### config.mk
export PLATFORM = sky130hd
export DESIGN_NAME = display_pixel_out_flat
export DESIGN_NICKNAME = d
export VERILOG_FILES = /design/src/rtl/display_pixel_out_if.sv /design/src/rtl/display_pixel_out.sv /design/src/flat_wrapper.sv
export SDC_FILE = /design/constraint.sdc
export NUM_CORES = 1
export LEC_CHECK = 0
export CELL_PAD_IN_SITES_DETAIL_PLACEMENT = 1
export CELL_PAD_IN_SITES_GLOBAL_PLACEMENT = 1
export CORE_MARGIN = 5
export CORE_UTILIZATION = 37
export CTS_CLUSTER_SIZE = 28
export DETAILED_ROUTE_END_ITERATION = 7
export PLACE_DENSITY = 0.92
export SYNTH_ARGS = -nofsm -noshare
export SYNTH_HDL_FRONTEND = slang
export SYNTH_SLANG_ARGS = --single-unit
### constraint.sdc
create_clock -name clk -period 4.9 [get_ports clk]
set_input_delay 0.735 -clock clk [delete_from_list [all_inputs] [get_ports clk]]
set_output_delay 0.735 -clock clk [all_outputs]
set_load 0.01 [all_outputs]
### src/rtl/display_pixel_out_if.sv
// Pixel-stage bus: compositor/VGA-timing inputs, sprite-ROM port, VGA pins and fade status.
// The slave modport is the pixel output stage; the master side is its environment.
interface display_pixel_out_if;
  logic        pix_en;
  logic [9:0]  h_cnt;
  logic [9:0]  v_cnt;
  logic        valid;
  logic        hsync_in;
  logic        vsync_in;
  logic [16:0] pixel_addr;
  logic        notBlank;
  logic        isDark;
  logic [8:0]  player_x;
  logic [8:0]  player_y;
  logic        fade_start;
  logic [16:0] rom_addr;
  logic [11:0] rom_data;
  logic [3:0]  vgaRed;
  logic [3:0]  vgaGreen;
  logic [3:0]  vgaBlue;
  logic        hsync;
  logic        vsync;
  logic        fade_busy;

  modport slave (
    input  pix_en, h_cnt, v_cnt, valid, hsync_in, vsync_in, pixel_addr,
           notBlank, isDark, player_x, player_y, fade_start, rom_data,
    output rom_addr, vgaRed, vgaGreen, vgaBlue, hsync, vsync, fade_busy
  );

  modport master (
    output pix_en, h_cnt, v_cnt, valid, hsync_in, vsync_in, pixel_addr,
           notBlank, isDark, player_x, player_y, fade_start, rom_data,
    input  rom_addr, vgaRed, vgaGreen, vgaBlue, hsync, vsync, fade_busy
  );
endinterface

### src/rtl/display_pixel_out.sv
// Two-stage pixel output: ROM fetch, colour-key, dark-room spotlight and frame fade-in,
// with syncs delayed to leave on the same pixel tick as the colour.
//   state | meaning
//   IDLE  | no fade, level held at 15 (full brightness)
//   RUN   | fade in progress, level steps every FADE_DIV frames
module display_pixel_out #(
  parameter logic [11:0] KEY_COLOR = 12'hF0F,
  parameter int          SPOT_R    = 48,
  parameter int          FADE_DIV  = 4
) (
  input logic               clk,
  input logic               rst,
  display_pixel_out_if.slave pix_if
);

  localparam logic [0:0] ST_IDLE = 1'b0;
  localparam logic [0:0] ST_RUN  = 1'b1;
  localparam int FCW = (FADE_DIV > 1) ? $clog2(FADE_DIV) : 1;
  localparam logic [FCW-1:0] FCNT_LAST = FCW'(FADE_DIV - 1);
  localparam logic signed [10:0] SPOT_LIM = 11'(SPOT_R);

  // S0 registers
  logic [16:0] rom_addr_q;
  logic        valid_q, nb_q, hs_q, vs_q, spot_q;

  // S1 registers
  logic [3:0]  red_q, green_q, blue_q;
  logic        hsync_q, vsync_q;

  // Fade controller
  logic [0:0]     state_q, state_d;
  logic [3:0]     level_q, level_d;
  logic [FCW-1:0] fcnt_q, fcnt_d;

  logic signed [10:0] dx, dy, adx, ady;
  logic               spot_c;
  logic [11:0]        base_c;
  logic               dim_c;
  logic               vs_fall;

  function automatic logic [3:0] shade(input logic [3:0] c, input logic dim,
                                       input logic [3:0] lvl);
    logic [3:0] cd;
    logic [7:0] prod;
    cd   = dim ? (c >> 2) : c;
    prod = {4'b0000, cd} * ({4'b0000, lvl} + 8'd1);
    return prod[7:4];
  endfunction

  // Game-space distance; 11-bit signed so player near the edge never wraps.
  always_comb begin
    dx     = $signed({1'b0, pix_if.h_cnt} >> 1) - $signed({2'b00, pix_if.player_x});
    dy     = $signed({1'b0, pix_if.v_cnt} >> 1) - $signed({2'b00, pix_if.player_y});
    adx    = dx[10] ? -dx : dx;
    ady    = dy[10] ? -dy : dy;
    spot_c = (adx < SPOT_LIM) && (ady < SPOT_LIM);
  end

  always_comb begin
    base_c = (valid_q && nb_q && (pix_if.rom_data != KEY_COLOR)) ? pix_if.rom_data : 12'h000;
    dim_c  = pix_if.isDark && !spot_q;
  end

  always_ff @(posedge clk) begin
    if (rst) begin
      rom_addr_q <= '0;
      valid_q    <= 1'b0;
      nb_q       <= 1'b0;
      spot_q     <= 1'b0;
      hs_q       <= 1'b1;
      vs_q       <= 1'b1;
      red_q      <= '0;
      green_q    <= '0;
      blue_q     <= '0;
      hsync_q    <= 1'b1;
      vsync_q    <= 1'b1;
    end else if (pix_if.pix_en) begin
      rom_addr_q <= pix_if.pixel_addr;
      valid_q    <= pix_if.valid;
      nb_q       <= pix_if.notBlank;
      spot_q     <= spot_c;
      hs_q       <= pix_if.hsync_in;
      vs_q       <= pix_if.vsync_in;
      red_q      <= shade(base_c[11:8], dim_c, level_q);
      green_q    <= shade(base_c[7:4],  dim_c, level_q);
      blue_q     <= shade(base_c[3:0],  dim_c, level_q);
      hsync_q    <= hs_q;
      vsync_q    <= vs_q;
    end
  end

  assign vs_fall = vs_q && !pix_if.vsync_in;

  // fade_start is taken on any clk and overrides a coincident frame step.
  always_comb begin
    state_d = state_q;
    level_d = level_q;
    fcnt_d  = fcnt_q;
    if (pix_if.fade_start) begin
      state_d = ST_RUN;
      level_d = 4'd0;
      fcnt_d  = '0;
    end else if (pix_if.pix_en && (state_q == ST_RUN) && vs_fall) begin
      if (fcnt_q == FCNT_LAST) begin
        fcnt_d = '0;
        if (level_q == 4'd15) begin
          state_d = ST_IDLE;
        end else begin
          level_d = level_q + 4'd1;
        end
      end else begin
        fcnt_d = fcnt_q + FCW'(1);
      end
    end
  end

  always_ff @(posedge clk) begin
    if (rst) begin
      state_q <= ST_IDLE;
      level_q <= 4'd15;
      fcnt_q  <= '0;
    end else begin
      state_q <= state_d;
      level_q <= level_d;
      fcnt_q  <= fcnt_d;
    end
  end

  assign pix_if.rom_addr  = rom_addr_q;
  assign pix_if.vgaRed    = red_q;
  assign pix_if.vgaGreen  = green_q;
  assign pix_if.vgaBlue   = blue_q;
  assign pix_if.hsync     = hsync_q;
  assign pix_if.vsync     = vsync_q;
  assign pix_if.fade_busy = (state_q == ST_RUN);

endmodule

### src/flat_wrapper.sv
// flat-port wrapper written by rule: the top's interface ports become plain ports
module display_pixel_out_flat 
#(
  parameter logic [11:0] KEY_COLOR = 12'hF0F,
  parameter int          SPOT_R    = 48,
  parameter int          FADE_DIV  = 4
)
  (clk, rst, pix_if_pix_en, pix_if_h_cnt, pix_if_v_cnt, pix_if_valid, pix_if_hsync_in, pix_if_vsync_in, pix_if_pixel_addr, pix_if_notBlank, pix_if_isDark, pix_if_player_x, pix_if_player_y, pix_if_fade_start, pix_if_rom_data, pix_if_rom_addr, pix_if_vgaRed, pix_if_vgaGreen, pix_if_vgaBlue, pix_if_hsync, pix_if_vsync, pix_if_fade_busy);
  display_pixel_out_if pix_if_i ();
  input logic clk;
  input logic rst;
  input wire logic [$bits(pix_if_i.pix_en)-1:0] pix_if_pix_en;
  input wire logic [$bits(pix_if_i.h_cnt)-1:0] pix_if_h_cnt;
  input wire logic [$bits(pix_if_i.v_cnt)-1:0] pix_if_v_cnt;
  input wire logic [$bits(pix_if_i.valid)-1:0] pix_if_valid;
  input wire logic [$bits(pix_if_i.hsync_in)-1:0] pix_if_hsync_in;
  input wire logic [$bits(pix_if_i.vsync_in)-1:0] pix_if_vsync_in;
  input wire logic [$bits(pix_if_i.pixel_addr)-1:0] pix_if_pixel_addr;
  input wire logic [$bits(pix_if_i.notBlank)-1:0] pix_if_notBlank;
  input wire logic [$bits(pix_if_i.isDark)-1:0] pix_if_isDark;
  input wire logic [$bits(pix_if_i.player_x)-1:0] pix_if_player_x;
  input wire logic [$bits(pix_if_i.player_y)-1:0] pix_if_player_y;
  input wire logic [$bits(pix_if_i.fade_start)-1:0] pix_if_fade_start;
  input wire logic [$bits(pix_if_i.rom_data)-1:0] pix_if_rom_data;
  output wire logic [$bits(pix_if_i.rom_addr)-1:0] pix_if_rom_addr;
  output wire logic [$bits(pix_if_i.vgaRed)-1:0] pix_if_vgaRed;
  output wire logic [$bits(pix_if_i.vgaGreen)-1:0] pix_if_vgaGreen;
  output wire logic [$bits(pix_if_i.vgaBlue)-1:0] pix_if_vgaBlue;
  output wire logic [$bits(pix_if_i.hsync)-1:0] pix_if_hsync;
  output wire logic [$bits(pix_if_i.vsync)-1:0] pix_if_vsync;
  output wire logic [$bits(pix_if_i.fade_busy)-1:0] pix_if_fade_busy;
  assign pix_if_i.pix_en = pix_if_pix_en;
  assign pix_if_i.h_cnt = pix_if_h_cnt;
  assign pix_if_i.v_cnt = pix_if_v_cnt;
  assign pix_if_i.valid = pix_if_valid;
  assign pix_if_i.hsync_in = pix_if_hsync_in;
  assign pix_if_i.vsync_in = pix_if_vsync_in;
  assign pix_if_i.pixel_addr = pix_if_pixel_addr;
  assign pix_if_i.notBlank = pix_if_notBlank;
  assign pix_if_i.isDark = pix_if_isDark;
  assign pix_if_i.player_x = pix_if_player_x;
  assign pix_if_i.player_y = pix_if_player_y;
  assign pix_if_i.fade_start = pix_if_fade_start;
  assign pix_if_i.rom_data = pix_if_rom_data;
  assign pix_if_rom_addr = pix_if_i.rom_addr;
  assign pix_if_vgaRed = pix_if_i.vgaRed;
  assign pix_if_vgaGreen = pix_if_i.vgaGreen;
  assign pix_if_vgaBlue = pix_if_i.vgaBlue;
  assign pix_if_hsync = pix_if_i.hsync;
  assign pix_if_vsync = pix_if_i.vsync;
  assign pix_if_fade_busy = pix_if_i.fade_busy;
  display_pixel_out #(.KEY_COLOR(KEY_COLOR), .SPOT_R(SPOT_R), .FADE_DIV(FADE_DIV)) u_core (.clk(clk), .rst(rst), .pix_if(pix_if_i));
endmodule
==> results of run 1 <==
==> Yosys cell counts, types with 4 or more instances <==
cell type and instances:
a21oi_1 16, o21ai_0 6, nor2b_1 7, o41ai_2 4
o21a_1 4, inv_1 52, nor3_1 14, o21ai_1 5
ha_1 47, and2_1 19, mux2i_1 40, nand3_1 11
nor2_1 60, dfxtp_1 43, o21bai_1 10, nand2_1 37
xnor2_1 23, xor2_1 13, clkbuf_1 11, fa_1 17
==> per-layer routing <==
layer  global-route usage  up-vias
li1                     -     1877
met5                    0        -
met3               0.0305       16
met2                0.367       83
met1                0.219     1863
met4               0.0423        0
==> worst max-delay path, cell delays in order <==
cell and delay [ns]:
clkdlybuf4s50_1 0.49, nand4bb_1 0.18, o31ai_2 0.11, or2_2 0.33, nor2_1 0.31, nand2_1 0.13
fa_1 0.50, fa_1 0.55, inv_1 0.04, ha_1 0.27, nand2_1 0.06, o41ai_2 0.34
a21oi_2 0.14, o21ai_1 0.25, xnor2_1 0.12, mux2i_1 0.14, nor2_1 0.05
==> metrics by stage <==
stage	utilization	area, sq um	std cells	hold WS (ns)
floorplan	-	4100	486	0.427
global placement	0.502	5440	741	0.432
detailed placement	0.502	5440	741	0.458
CTS	0.510	5530	749	0.482
global route	0.510	5530	749	0.503
finish	0.510	5530	749	0.474
==> kinds of logic after synthesis <==
logic type      after synthesis
compound gates               66
xor+xnor                     36
fa+ha+maj                    64
buf+inv                      65
flops                        43
mux                          40
simple gates                172
==> power groups by stage <==
stage	Clock [mW]	Sequential [mW]	Combinational, mW
finish	0.252	0.375	0.325
global route	0.277	0.377	0.353
CTS	0.268	0.375	0.327
detailed placement	0	0.383	0.324
global placement	0	0.381	0.307
floorplan	0	0.385	0.180
==> sequential cells by signal (all words and copies together), names as in the netlist <==
signal / cells
u_core.pix_if.rom_addr: 17
u_core.nb_q: 1
u_core.pix_if.vgaBlue: 4
u_core.vs_q: 1
u_core.pix_if.vgaGreen: 4
u_core.level_q: 4
u_core.hs_q: 1
u_core.pix_if.vsync: 1
u_core.spot_q: 1
u_core.pix_if.vgaRed: 4
u_core.pix_if.fade_busy: 1
u_core.valid_q: 1
u_core.fcnt_q: 2
u_core.pix_if.hsync: 1
==> worst max-delay path by stage <==
stage                        from                                     to  slack [ns]  depth (start not counted)
2_1_floorplan  pix_if_rom_data[4]  u_core.pix_if.vgaBlue[3]$_SDFFE_PP0P_        0.79                         16
3_3_place_gp   pix_if_rom_data[4]  u_core.pix_if.vgaBlue[3]$_SDFFE_PP0P_        0.19                         17
3_5_place_dp   pix_if_rom_data[7]  u_core.pix_if.vgaBlue[3]$_SDFFE_PP0P_        0.03                         17
4_1_cts        pix_if_rom_data[7]  u_core.pix_if.vgaBlue[3]$_SDFFE_PP0P_        0.35                         17
5_1_grt        pix_if_rom_data[7]  u_core.pix_if.vgaBlue[3]$_SDFFE_PP0P_        0.09                         17
6_report       pix_if_rom_data[7]  u_core.pix_if.vgaBlue[3]$_SDFFE_PP0P_        0.33                         17
==> area by class of cell <==
cell class              instances  area, sq um
repair buffers                128         1220
well taps                     140          175
clock buffers                   5         68.8
clock inverters                 3         26.3
inverters                      52          195
multi-input cells             378         2990
fillers                      1287         5310
flip-flops and latches         43          861
==> impl_summary.log, run 1 <==
INFO  metric status = finished, final reports clean
INFO  metric post_route_cells_drive_above_1_share = 0.0805
INFO  metric clkPwrFrac = 0.265
INFO  metric timing.fmax = 219 MHz
INFO  metric rows = 38
INFO  metric clockBufferDepth = 2
INFO  metric worstRegToRegCells = 16
INFO  metric timing.critical_path.arrival = about 4.8 ns
INFO  metric routedLengthMet1 = 5.12 mm
INFO  metric final_period_minus_worst_setup_slack = 4.57 ns
INFO  metric floorplan.die.height = 115 microns
INFO  metric initial_core_util = 0.378
INFO  metric drt_iter0_markers = ~160
INFO  metric final_cell_mix = clkdlybuf4s50_1, nor2_1, inv_1
INFO  metric layout-area-overhead-vs-synth = 35.1%
INFO  metric synth_async_sr_flop_share = 0
INFO  metric leakagePower = between 2 and 3 nW
INFO  metric multiplexer_share_of_the_synthesized_area = 0.0977
INFO  metric netlist-cell-type-count = 55
INFO  metric synthSimpleGateAreaFrac = 0.206
INFO  metric cts_tree = built
INFO  metric grt_pass1_vias = 4258
INFO  metric highest_layer = met4
INFO  metric synth-xor-area-share = 0.0770
INFO  metric ir_worst_vdd = 0.0000963 V
INFO  metric numPortBuffers = ~110
INFO  metric cp-end-kind = flop
INFO  metric power.total = around 0.95 mW
INFO  metric synthesized_area_fraction_occupied_by_adder_cells = 0.227
INFO  metric report.final.hold_viol_count = 0
INFO  metric top_ports = around 110
INFO  metric dpl_hpwl = approximately 10 mm
INFO  metric syn-cell-area = 4100 sq um
INFO  metric dr_total_vias = 3839
INFO  metric timing.final.setup_violations = 0
INFO  metric rrSetupSlack = 0.81 ns
INFO  metric combinationalPowerShare = 0.341
INFO  metric synth-warning-count = 0
INFO  metric clock_insertion_delay_at_the_later_pin_of_the_skew_report = 0.31 ns
INFO  metric synth.avg_cell_area = roughly 8.4 sq um
INFO  metric power_density = 172 nW/um^2
INFO  metric hold_path_end = u_core.pix_if.hsync$_SDFFE_PP1P_
INFO  metric htree_num_levels = 2
INFO  metric vias_per_cell = 5.13
INFO  metric synth.ff_latch_count = 43
INFO  metric cts_root_buffer = clkbuf_8
INFO  metric reg2reg_from = u_core.valid_q$_SDFFE_PP0P_
INFO  metric synth.area.top_cells = dfxtp_1, ha_1, mux2i_1, fa_1, nor2_1
INFO  metric routed-wl-met3 = 438 microns
INFO  metric cp_max_fo = 5
INFO  metric worstHoldStart = u_core.hs_q$_SDFFE_PP1P_
INFO  metric met2WireLength = roughly 6.5 mm
INFO  metric count_of_flip_flops_with_a_built_in_enable_after_synthesis = 0
INFO  metric compound_gate_fraction_of_synth_area = 0.122
INFO  metric required = just over 5 ns
INFO  metric pwr-share-seq = 0.394
INFO  metric p_sw = 0.317 mW
INFO  metric cts_setup_buffers = 0
INFO  metric holdBufCountCts = 0
INFO  metric finalSetupTns = 0 ns
INFO  metric synthCells = between 400 and 500
INFO  metric grt-ovfl-total = 0
INFO  metric fin_nets = 748
INFO  metric cts_repair_resize_count = 0
INFO  metric detail_route.drc_violations = 0
INFO  metric routed_wl = 12.2 mm
INFO  metric timing.hold.worst.class = flop to flop
INFO  metric finalWeightedCongestion = 0.918
INFO  metric cp-start-kind = primary input
INFO  metric switching_share = 0.333
INFO  metric final-max-slew-violation-count = 0
INFO  metric insertedDiodeCount = 0
INFO  metric layout_commonest_cell = clkdlybuf4s50_1
INFO  metric grt_first_pass_wirelength = 20.5 mm
INFO  metric drv_cap = 0
INFO  metric syn_nets = 626
INFO  metric clkSlewWorstSetupHoldPaths = 0.10 ns
INFO  metric synth_top_family_by_area = adder cells
INFO  metric worst_slew_margin_rel = 0.536
INFO  metric timing.rr.end = u_core.pix_if.vgaBlue[3]$_SDFFE_PP0P_
INFO  metric drtPass1Iterations = 6
INFO  metric grt_start_max_net_pins = 45
INFO  metric hold_path_depth = 1
INFO  metric critical_path_class = primary input to flop
INFO  metric min_period_over_period = 0.932
INFO  metric synth.top_cell.area_share = 0.210
INFO  metric die_w = 115 microns
INFO  metric die_area = 13300 sq um
INFO  metric worst_slack = 0.333 ns
INFO  metric routed_wire_length_per_instance = 16.3 microns
INFO  metric worst_clock_skew = 0.0132 ns
INFO  metric synth_top_flop_cell = dfxtp_1
INFO  metric place_ws = 0.0329 ns
INFO  metric synth.largest_area_cell = dfxtp_1
INFO  metric yosysSeqAreaShare = 0.210
INFO  metric tritoncts.num_buffers = 5
INFO  metric clock-sinks = 43
INFO  metric grt_setup_unrepaired = false
INFO  metric grt_antenna_before_repair = 0
INFO  metric max_slew.worst_pin.slew = 0.694 ns
INFO  metric fp.coreArea = 10800 sq um
INFO  metric post_drt_antenna_nets = 0
INFO  metric grt_util_all_layers = 0.191
INFO  metric cellInternalPower = roughly 0.64 mW
Power figures use the tool's default switching activity.
==> inputs of run 2 (changes only) <==
--- a/config.mk
+++ b/config.mk
@@ -5,10 +5,11 @@
 export SDC_FILE = /design/constraint.sdc
 export NUM_CORES = 1
 export LEC_CHECK = 0
+export ABC_AREA = 1
 export CELL_PAD_IN_SITES_DETAIL_PLACEMENT = 1
 export CELL_PAD_IN_SITES_GLOBAL_PLACEMENT = 1
 export CORE_MARGIN = 5
-export CORE_UTILIZATION = 37
+export CORE_UTILIZATION = 36
 export CTS_CLUSTER_SIZE = 28
 export DETAILED_ROUTE_END_ITERATION = 7
 export PLACE_DENSITY = 0.92
==> run 2 against run 1 <==
Wire length rose by 11%. Clock skew fell by 0.0012 ns. Power increased by 17%. First-iteration DRC count grew 12%. Register-to-register slack gained 0.10 ns. Non-clock buffer count shrank 21. Synthesized cell count up 51%. Critical path depth increased by 3. Combinational power is 22% higher. Clock power grew 33%. Global-route usage decreased by 0.74 points. Critical endpoint unchanged.
==> impl_summary.log, run 2 <==
INFO  metric synth_async_sr_flop_share = 0
INFO  metric dpl_hpwl = 10.9 mm
INFO  metric power.total = 1.12 mW
INFO  metric holdBufCountCts = 0
INFO  metric synthCells = between 700 and 800
INFO  metric cp-end-kind = flop
INFO  metric critical-path-top-delay-family = adder cells
INFO  metric worstHoldStart = u_core.pix_if.hsync$_SDFFE_PP1P_
INFO  metric synth_top_flop_cell = dfxtp_1
INFO  metric power_density = 185 nW/um^2
INFO  metric htree_num_levels = 2
INFO  metric path_cells = clkdlybuf4s50_1 > inv_2 > nor3_1 > nand3_2 > nand2_4 > nor3_1 > inv_1 > nor2_1 > fa_1 > inv_1 > fa_1 > inv_1 > ha_1 > a21oi_1 > nor3_1 > a211oi_1 > nand3_1 > nand2_1 > nor2_1 > nor2_1
INFO  metric layout-area-overhead-vs-synth = 29.0%
INFO  metric synth.largest_area_cell = dfxtp_1
INFO  metric cp_max_fo = 10
INFO  metric min_period_over_period = 0.918
INFO  metric slowest_delay = 0.54 ns
INFO  metric layout_commonest_cell = nand2_1
INFO  metric finalWeightedCongestion = just over 0.8
INFO  metric grt_start_max_net_pins = 50
INFO  metric drv_cap = 0
INFO  metric status = finished, final reports clean
INFO  metric finalSetupTns = 0 ns
INFO  metric top_ports = 108
INFO  metric post_drt_antenna_nets = 0
INFO  metric fin_cells = 1009
INFO  metric critical_path_class = primary input to flop
INFO  metric synth.ff_latch_count = 43
INFO  metric dr_total_vias = 4844
INFO  metric syn_nets = 876
INFO  metric hold_path_depth = 2
INFO  metric die_area = 15300 sq um
INFO  metric grt_util_all_layers = 0.183
INFO  metric grt_setup_unrepaired = false
INFO  metric worst_clock_skew = 0.0120 ns
INFO  metric leakagePower = a little over 3 nW
INFO  metric hold_path_end = u_core.pix_if.hsync$_SDFFE_PP1P_
INFO  metric cts_repair_resize_count = 0
INFO  metric worstRegToRegCells = 15
INFO  metric initial_core_util = 0.368
INFO  metric rows = around 40
INFO  metric worst_path_max_delay_cell = fa_1
INFO  metric worst_slew_margin_rel = 0.455
INFO  metric synth-warning-count = 0
INFO  metric fillCellCount = 1702
INFO  metric tritoncts.num_buffers = 5
INFO  metric max_slew.worst_pin.slew = 0.816 ns
INFO  metric clkSlewWorstSetupHoldPaths = about 0.060 ns
INFO  metric hold_ws = 0.458 ns
INFO  metric clockBufferDepth = 2
INFO  metric grt_first_pass_wirelength = roughly 23 mm
INFO  metric cts_setup_buffers = 0
INFO  metric yosysSeqAreaShare = 0.184
INFO  metric drtPass1Iterations = 4
INFO  metric netlist-cell-type-count = 40
INFO  metric yosys.cell_count.top_type = nand2_1
INFO  metric timing.critical_path.arrival = 4.71 ns
INFO  metric final_period_minus_worst_setup_slack = 4.50 ns
INFO  metric worst-path-buf-inv = 5
INFO  metric cts_tree = built
INFO  metric timing.rr.end = u_core.pix_if.vgaBlue[3]$_SDFFE_PP0P_
INFO  metric number_of_flip_flops_under_the_largest_register_name = 17
INFO  metric grt_antenna_before_repair = 0
INFO  metric die_w = 124 microns
INFO  metric numPortBuffers = about 110
INFO  metric ir_worst_vdd = roughly 0.00015 V
INFO  metric timing.final.setup_violations = 0
INFO  metric cp-start-kind = primary input
INFO  metric timing.fmax = 222 MHz
INFO  metric grt_pass1_vias = 5046
INFO  metric synth.top_cell.area_share = 0.184
INFO  metric timing.hold.worst.class = flop to flop
INFO  metric routed_wire_length_per_instance = 13.4 microns
INFO  metric count_of_flip_flops_with_a_built_in_enable_after_synthesis = 0
INFO  metric insertedDiodeCount = 0
INFO  metric reg2reg_from = u_core.level_q[0]$_SDFFE_PP1P_
INFO  metric clock_insertion_delay_at_the_later_pin_of_the_skew_report = 0.29 ns
INFO  metric cts_root_buffer = clkbuf_16
INFO  metric final_cell_mix = nand2_1, inv_1, nor2_1
INFO  metric synth.top_cells.by_count = nand2_1, inv_1, nor2_1
INFO  metric rrSetupSlack = 0.91 ns
INFO  metric synth.avg_cell_area = 6.34 sq um
INFO  metric final-max-slew-violation-count = 0
INFO  metric report.final.hold_viol_count = 0
INFO  metric fin_nets = around 980
INFO  metric vias_per_cell = around 4.8
INFO  metric grt-ovfl-total = 0
INFO  metric dpl.cell_count = approximately 1k
INFO  metric drt_iter0_markers = 181
INFO  metric routed_wl = 13.6 mm
INFO  metric post_route_cells_drive_above_1_share = 0.0789
INFO  metric fp.coreArea = 12700 sq um
INFO  metric clock-sinks = 43
INFO  metric detail_route.drc_violations = 0
INFO  metric synth.area.top_cells = dfxtp_1, nand2_1, ha_1, inv_1, nor2_1
INFO  metric final_core_util = 0.475
INFO  metric required = 5.12 ns
INFO  metric syn-cell-area = 4670 sq um
INFO  metric floorplan.die.height = 124 microns
-- run 2: changes by cell type after synthesis, moves of 8 or more --
cell	change
and2_1	-19
inv_1	+73
inv_2	+11
mux2i_1	-40
nand2_1	+133
nand2_2	+10
nand3_1	+46
nand3_2	+9
nand4_1	+10
nor2_1	+47
nor2_2	+8
o21ai_0	+19
o21bai_1	-9
xnor2_1	-23
-- run 2: where the power goes --
group / switching [mW] / internal [mW]
registers: 0.0142 / 0.372
logic: 0.225 / 0.172
clock network: 0.145 / 0.189
-- run 2: area by class of cell --
| class | instances | area, sq um | area share |
|---|---|---|---|
| Clock inverter | 2 | 12.5 | 0.00208 |
| Multi-Input combinational cell | 540 | 3220 | 0.534 |
| Clock buffer | 6 | 129 | 0.0214 |
| Inverter | 139 | 524 | 0.0870 |
| Tap cell | 172 | 215 | 0.0357 |
| Timing Repair Buffer | 107 | 1070 | 0.177 |
| Sequential cell | 43 | 861 | 0.143 |
-- run 2: logic make-up after synthesis --
| family | count (synthesis) | synth area share |
|---|---|---|
| and+or+nand+nor | 399 | 0.385 |
| DFF | 43 | 0.184 |
| buffers and inverters | 153 | 0.127 |
| xor gates and xnor gates | 9 | 0.0169 |
| AOI/OAI and AO/OA | 68 | 0.0876 |
| adders and majority gates | 64 | 0.199 |
-- run 2: worst max-delay path by stage --
| stage | end | depth (start not counted) | slack [ns] | startpoint |
|---|---|---|---|---|
| after floorplan | u_core.pix_if.vgaBlue[3]$_SDFFE_PP0P_ | 17 | 1.05 | pix_if_rom_data[5] |
| after global placement | u_core.pix_if.vgaBlue[3]$_SDFFE_PP0P_ | 19 | 0.28 | pix_if_rom_data[5] |
| after detailed placement | u_core.pix_if.vgaBlue[3]$_SDFFE_PP0P_ | 19 | 0.19 | pix_if_rom_data[11] |
| after CTS | u_core.pix_if.vgaBlue[3]$_SDFFE_PP0P_ | 20 | 0.34 | pix_if_rom_data[11] |
| after global routing | u_core.pix_if.vgaBlue[3]$_SDFFE_PP0P_ | 20 | 0.08 | pix_if_rom_data[10] |
| final | u_core.pix_if.vgaBlue[3]$_SDFFE_PP0P_ | 20 | 0.40 | pix_if_rom_data[11] |
-- run 2: per-layer routing --
metal / share of wire / up-vias / track usage
met5: 0 / - / 0
met1: 0.43 / 2233 / 0.222
met4: 0.013 / 0 / 0.0332
li1: - / 2503 / -
met2: 0.50 / 92 / 0.331
met3: 0.061 / 16 / 0.0427
-- run 2: worst register-to-register path, stage by stage (launching register included) --
cell      delay [ns]
dfxtp_1         0.58
ha_1            0.47
clkinv_1        0.37
nor2_1          0.27
fa_1            0.43
inv_1           0.09
fa_1            0.39
inv_1           0.08
ha_1            0.29
a21oi_1         0.20
nor3_1          0.07
a211oi_1        0.33
nand3_1         0.14
nand2_1         0.08
nor2_1          0.04
nor2_1          0.09
-- run 2: metrics by stage --
step	area, sq um	worst slack (ns)
global placement	5880	0.280
CTS	6020	0.344
global route	6020	0.0753
finish	6020	0.404
floorplan	4670	1.05
detailed placement	5880	0.193
==> inputs of run 3 (changes only) <==
--- a/config.mk
+++ b/config.mk
@@ -12,7 +12,7 @@
 export CORE_UTILIZATION = 36
 export CTS_CLUSTER_SIZE = 28
 export DETAILED_ROUTE_END_ITERATION = 7
-export PLACE_DENSITY = 0.92
+export PLACE_DENSITY_LB_ADDON = 0.2
 export SYNTH_ARGS = -nofsm -noshare
 export SYNTH_HDL_FRONTEND = slang
 export SYNTH_SLANG_ARGS = --single-unit
==> run 3 against run 2 <==
Clock-buffer cell count unchanged. Wire length increased by 0.69%. Worst hold slack improved by 0.0026 ns. Highest routed layer unchanged.
==> impl_summary.log, run 3 (same netlist as run 2, synthesis figures left out) <==
INFO  metric grt_setup_unrepaired = false
INFO  metric timing.final.setup_violations = 0
INFO  metric post_route_cells_drive_above_1_share = 0.0789
INFO  metric grt-ovfl-total = 0
INFO  metric dpl-instance-area = 5880 sq um
INFO  metric worst_slew_margin_rel = 0.433
INFO  metric cts_root_buffer = clkbuf_16
INFO  metric ir_worst_vdd = 0.000217 V
INFO  metric clock_insertion_delay_at_the_later_pin_of_the_skew_report = approximately 0.28 ns
INFO  metric rrSetupSlack = just under 1 ns
INFO  metric grt_pass1_vias = 5143
INFO  metric critical-path-top-delay-family = adder cells
INFO  metric routed_wl = 13.7 mm
INFO  metric cp-start-kind = primary input
INFO  metric number_of_flip_flops_under_the_largest_register_name = 17
INFO  metric path_cells = clkdlybuf4s50_1 > nor4_2 > nand3_2 > nand2_4 > nor3_1 > inv_1 > nor2_1 > fa_1 > inv_1 > fa_1 > inv_1 > ha_1 > a21oi_1 > nor3_1 > a211oi_1 > nand2_1 > nand2_1 > nand3_1 > nand2_1 > inv_1
INFO  metric initial_core_util = 0.368
INFO  metric detail_route.drc_violations = 0
INFO  metric drv_cap = 0
INFO  metric worst_slack = 0.488 ns
INFO  metric numPortBuffers = 105
INFO  metric htree_num_levels = 2
INFO  metric worst_path_max_delay_cell = fa_1
INFO  metric floorplan.die.height = between 100 and 150 microns
INFO  metric top_ports = 108
INFO  metric cts_repair_resize_count = 0
INFO  metric worst_setup_path_endpoint = u_core.pix_if.vgaRed[3]$_SDFFE_PP0P_
INFO  metric fin_nets = ~1000
INFO  metric layout_commonest_cell = nand2_1
INFO  metric min_period_over_period = 0.900
INFO  metric cts_setup_buffers = 0
INFO  metric drt_iter0_markers = 139
INFO  metric die_w = 124 microns
INFO  metric final_core_util = 0.475
INFO  metric clockBufferDepth = 2
INFO  metric timing.fmax = 227 MHz
INFO  metric place_ws = 0.189 ns
INFO  metric fillCellCount = approximately 1.7k
INFO  metric timing.rr.end = u_core.pix_if.vgaRed[3]$_SDFFE_PP0P_
INFO  metric worstRegToRegCells = 16
INFO  metric path_depth = 20
INFO  metric leakagePower = 3.05 nW
INFO  metric drtPass1Iterations = 4
INFO  metric final_cell_mix = nand2_1, inv_1, nor2_1
INFO  metric slowest_delay = 0.53 ns
INFO  metric finalWeightedCongestion = around 0.8
INFO  metric setup.worst_path.start = pix_if_rom_data[7]
INFO  metric worstHoldStart = u_core.pix_if.hsync$_SDFFE_PP1P_
INFO  metric clkSlewWorstSetupHoldPaths = roughly 0.06 ns
INFO  metric cp-end-kind = flop
INFO  metric finalSetupTns = 0 ns
INFO  metric rows = 41
INFO  metric die_area = ~15000 sq um
INFO  metric required = 5.08 ns
INFO  metric power_density = 184 nW/um^2
INFO  metric worst-path-buf-inv = 5
INFO  metric worst_clock_skew = 0.00160 ns
INFO  metric timing.critical_path.arrival = 4.59 ns
INFO  metric routed_wire_length_per_instance = about 14 microns
INFO  metric insertedDiodeCount = 0
INFO  metric final-max-slew-violation-count = 0
INFO  metric grt_antenna_before_repair = 0
INFO  metric max_slew.worst_pin.slew = ~0.85 ns
INFO  metric tritoncts.num_buffers = 5
INFO  metric dpl_hpwl = between 10 and 15 mm
INFO  metric cp_max_fo = 10
INFO  metric status = finished, final reports clean
INFO  metric grt_start_max_net_pins = 50
INFO  metric cell_mode_on_critical_path = inv_1
INFO  metric report.final.hold_viol_count = 0
INFO  metric layout-area-overhead-vs-synth = 29.0%
INFO  metric critical_path_class = primary input to flop
INFO  metric final_period_minus_worst_setup_slack = 4.41 ns
INFO  metric holdBufCountCts = 0
INFO  metric fp.coreArea = 12700 sq um
INFO  metric cts_tree = built
INFO  metric finished_cell_area = 6020 sq um
INFO  metric reg2reg_from = u_core.level_q[0]$_SDFFE_PP1P_
INFO  metric clock-sinks = 43
INFO  metric timing.hold.worst.class = flop to flop
INFO  metric dr_total_vias = 4879
INFO  metric grt_util_all_layers = 0.185
INFO  metric post_drt_antenna_nets = 0
INFO  metric vias_per_cell = between 4 and 5
INFO  metric grt_first_pass_wirelength = 23.4 mm
-- run 3: cell counts in the layout (fill, tap and decap cells not counted) --
No cell type changed its count.
-- run 3: worst reg2reg max path: stages, from the launching register on --
cell and delay (ns):
dfxtp_1 0.60, nand3_1 0.17, xor2_1 0.57, nor2_1 0.14
fa_1 0.52, inv_1 0.06, fa_1 0.53, inv_1 0.05
ha_1 0.37, a21oi_1 0.17, nor3_1 0.06, a211oi_1 0.23
nand2_1 0.10, nand2_1 0.07, nand3_1 0.07, nand2_1 0.08
inv_1 0.04
-- run 3: worst min path at each step --
| stage | end | slack (ns) | depth (start not counted) |
|---|---|---|---|
| after floorplan | u_core.hs_q$_SDFFE_PP1P_ | 0.43 | 2 |
| after global placement | u_core.vs_q$_SDFFE_PP1P_ | 0.44 | 2 |
| after detailed placement | u_core.pix_if.hsync$_SDFFE_PP1P_ | 0.45 | 2 |
| after CTS | u_core.pix_if.hsync$_SDFFE_PP1P_ | 0.46 | 2 |
| after global routing | u_core.pix_if.hsync$_SDFFE_PP1P_ | 0.50 | 2 |
| final | u_core.pix_if.hsync$_SDFFE_PP1P_ | 0.46 | 2 |
-- run 3: report_power, final --
group / switching [mW] / leakage (nW) / internal (mW)
sequential: 0.0148 / 0.356 / 0.372
clock: 0.134 / 0.0669 / 0.188
combinational: 0.229 / 2.62 / 0.172
total: 0.379 / 3.05 / 0.731
-- run 3: routing by layer --
metal	global-route usage	share of wire
met5	0	0
met4	0.0284	0.0064
met3	0.0431	0.059
met2	0.328	0.48
met1	0.232	0.45
-- run 3: through the flow --
step / std cells / hold slack (ns) / power, mW
6_report: 1009 / 0.461 / 1.11
5_1_grt: 1009 / 0.503 / 1.19
4_1_cts: 1009 / 0.464 / 1.13
3_5_place_dp: 1001 / 0.447 / 0.797
3_3_place_gp: 1001 / 0.440 / 0.780
2_1_floorplan: 736 / 0.429 / 0.629
-- run 3: area by class of cell --
cell class              count  area (sq um)  area share
clock inverters             2          12.5     0.00208
multi-input cells         540          3220       0.534
flip-flops and latches     43           861       0.143
repair buffers            107          1070       0.177
inverters                 139           524      0.0870
clock buffers               6           129      0.0214
well taps                 172           215      0.0357
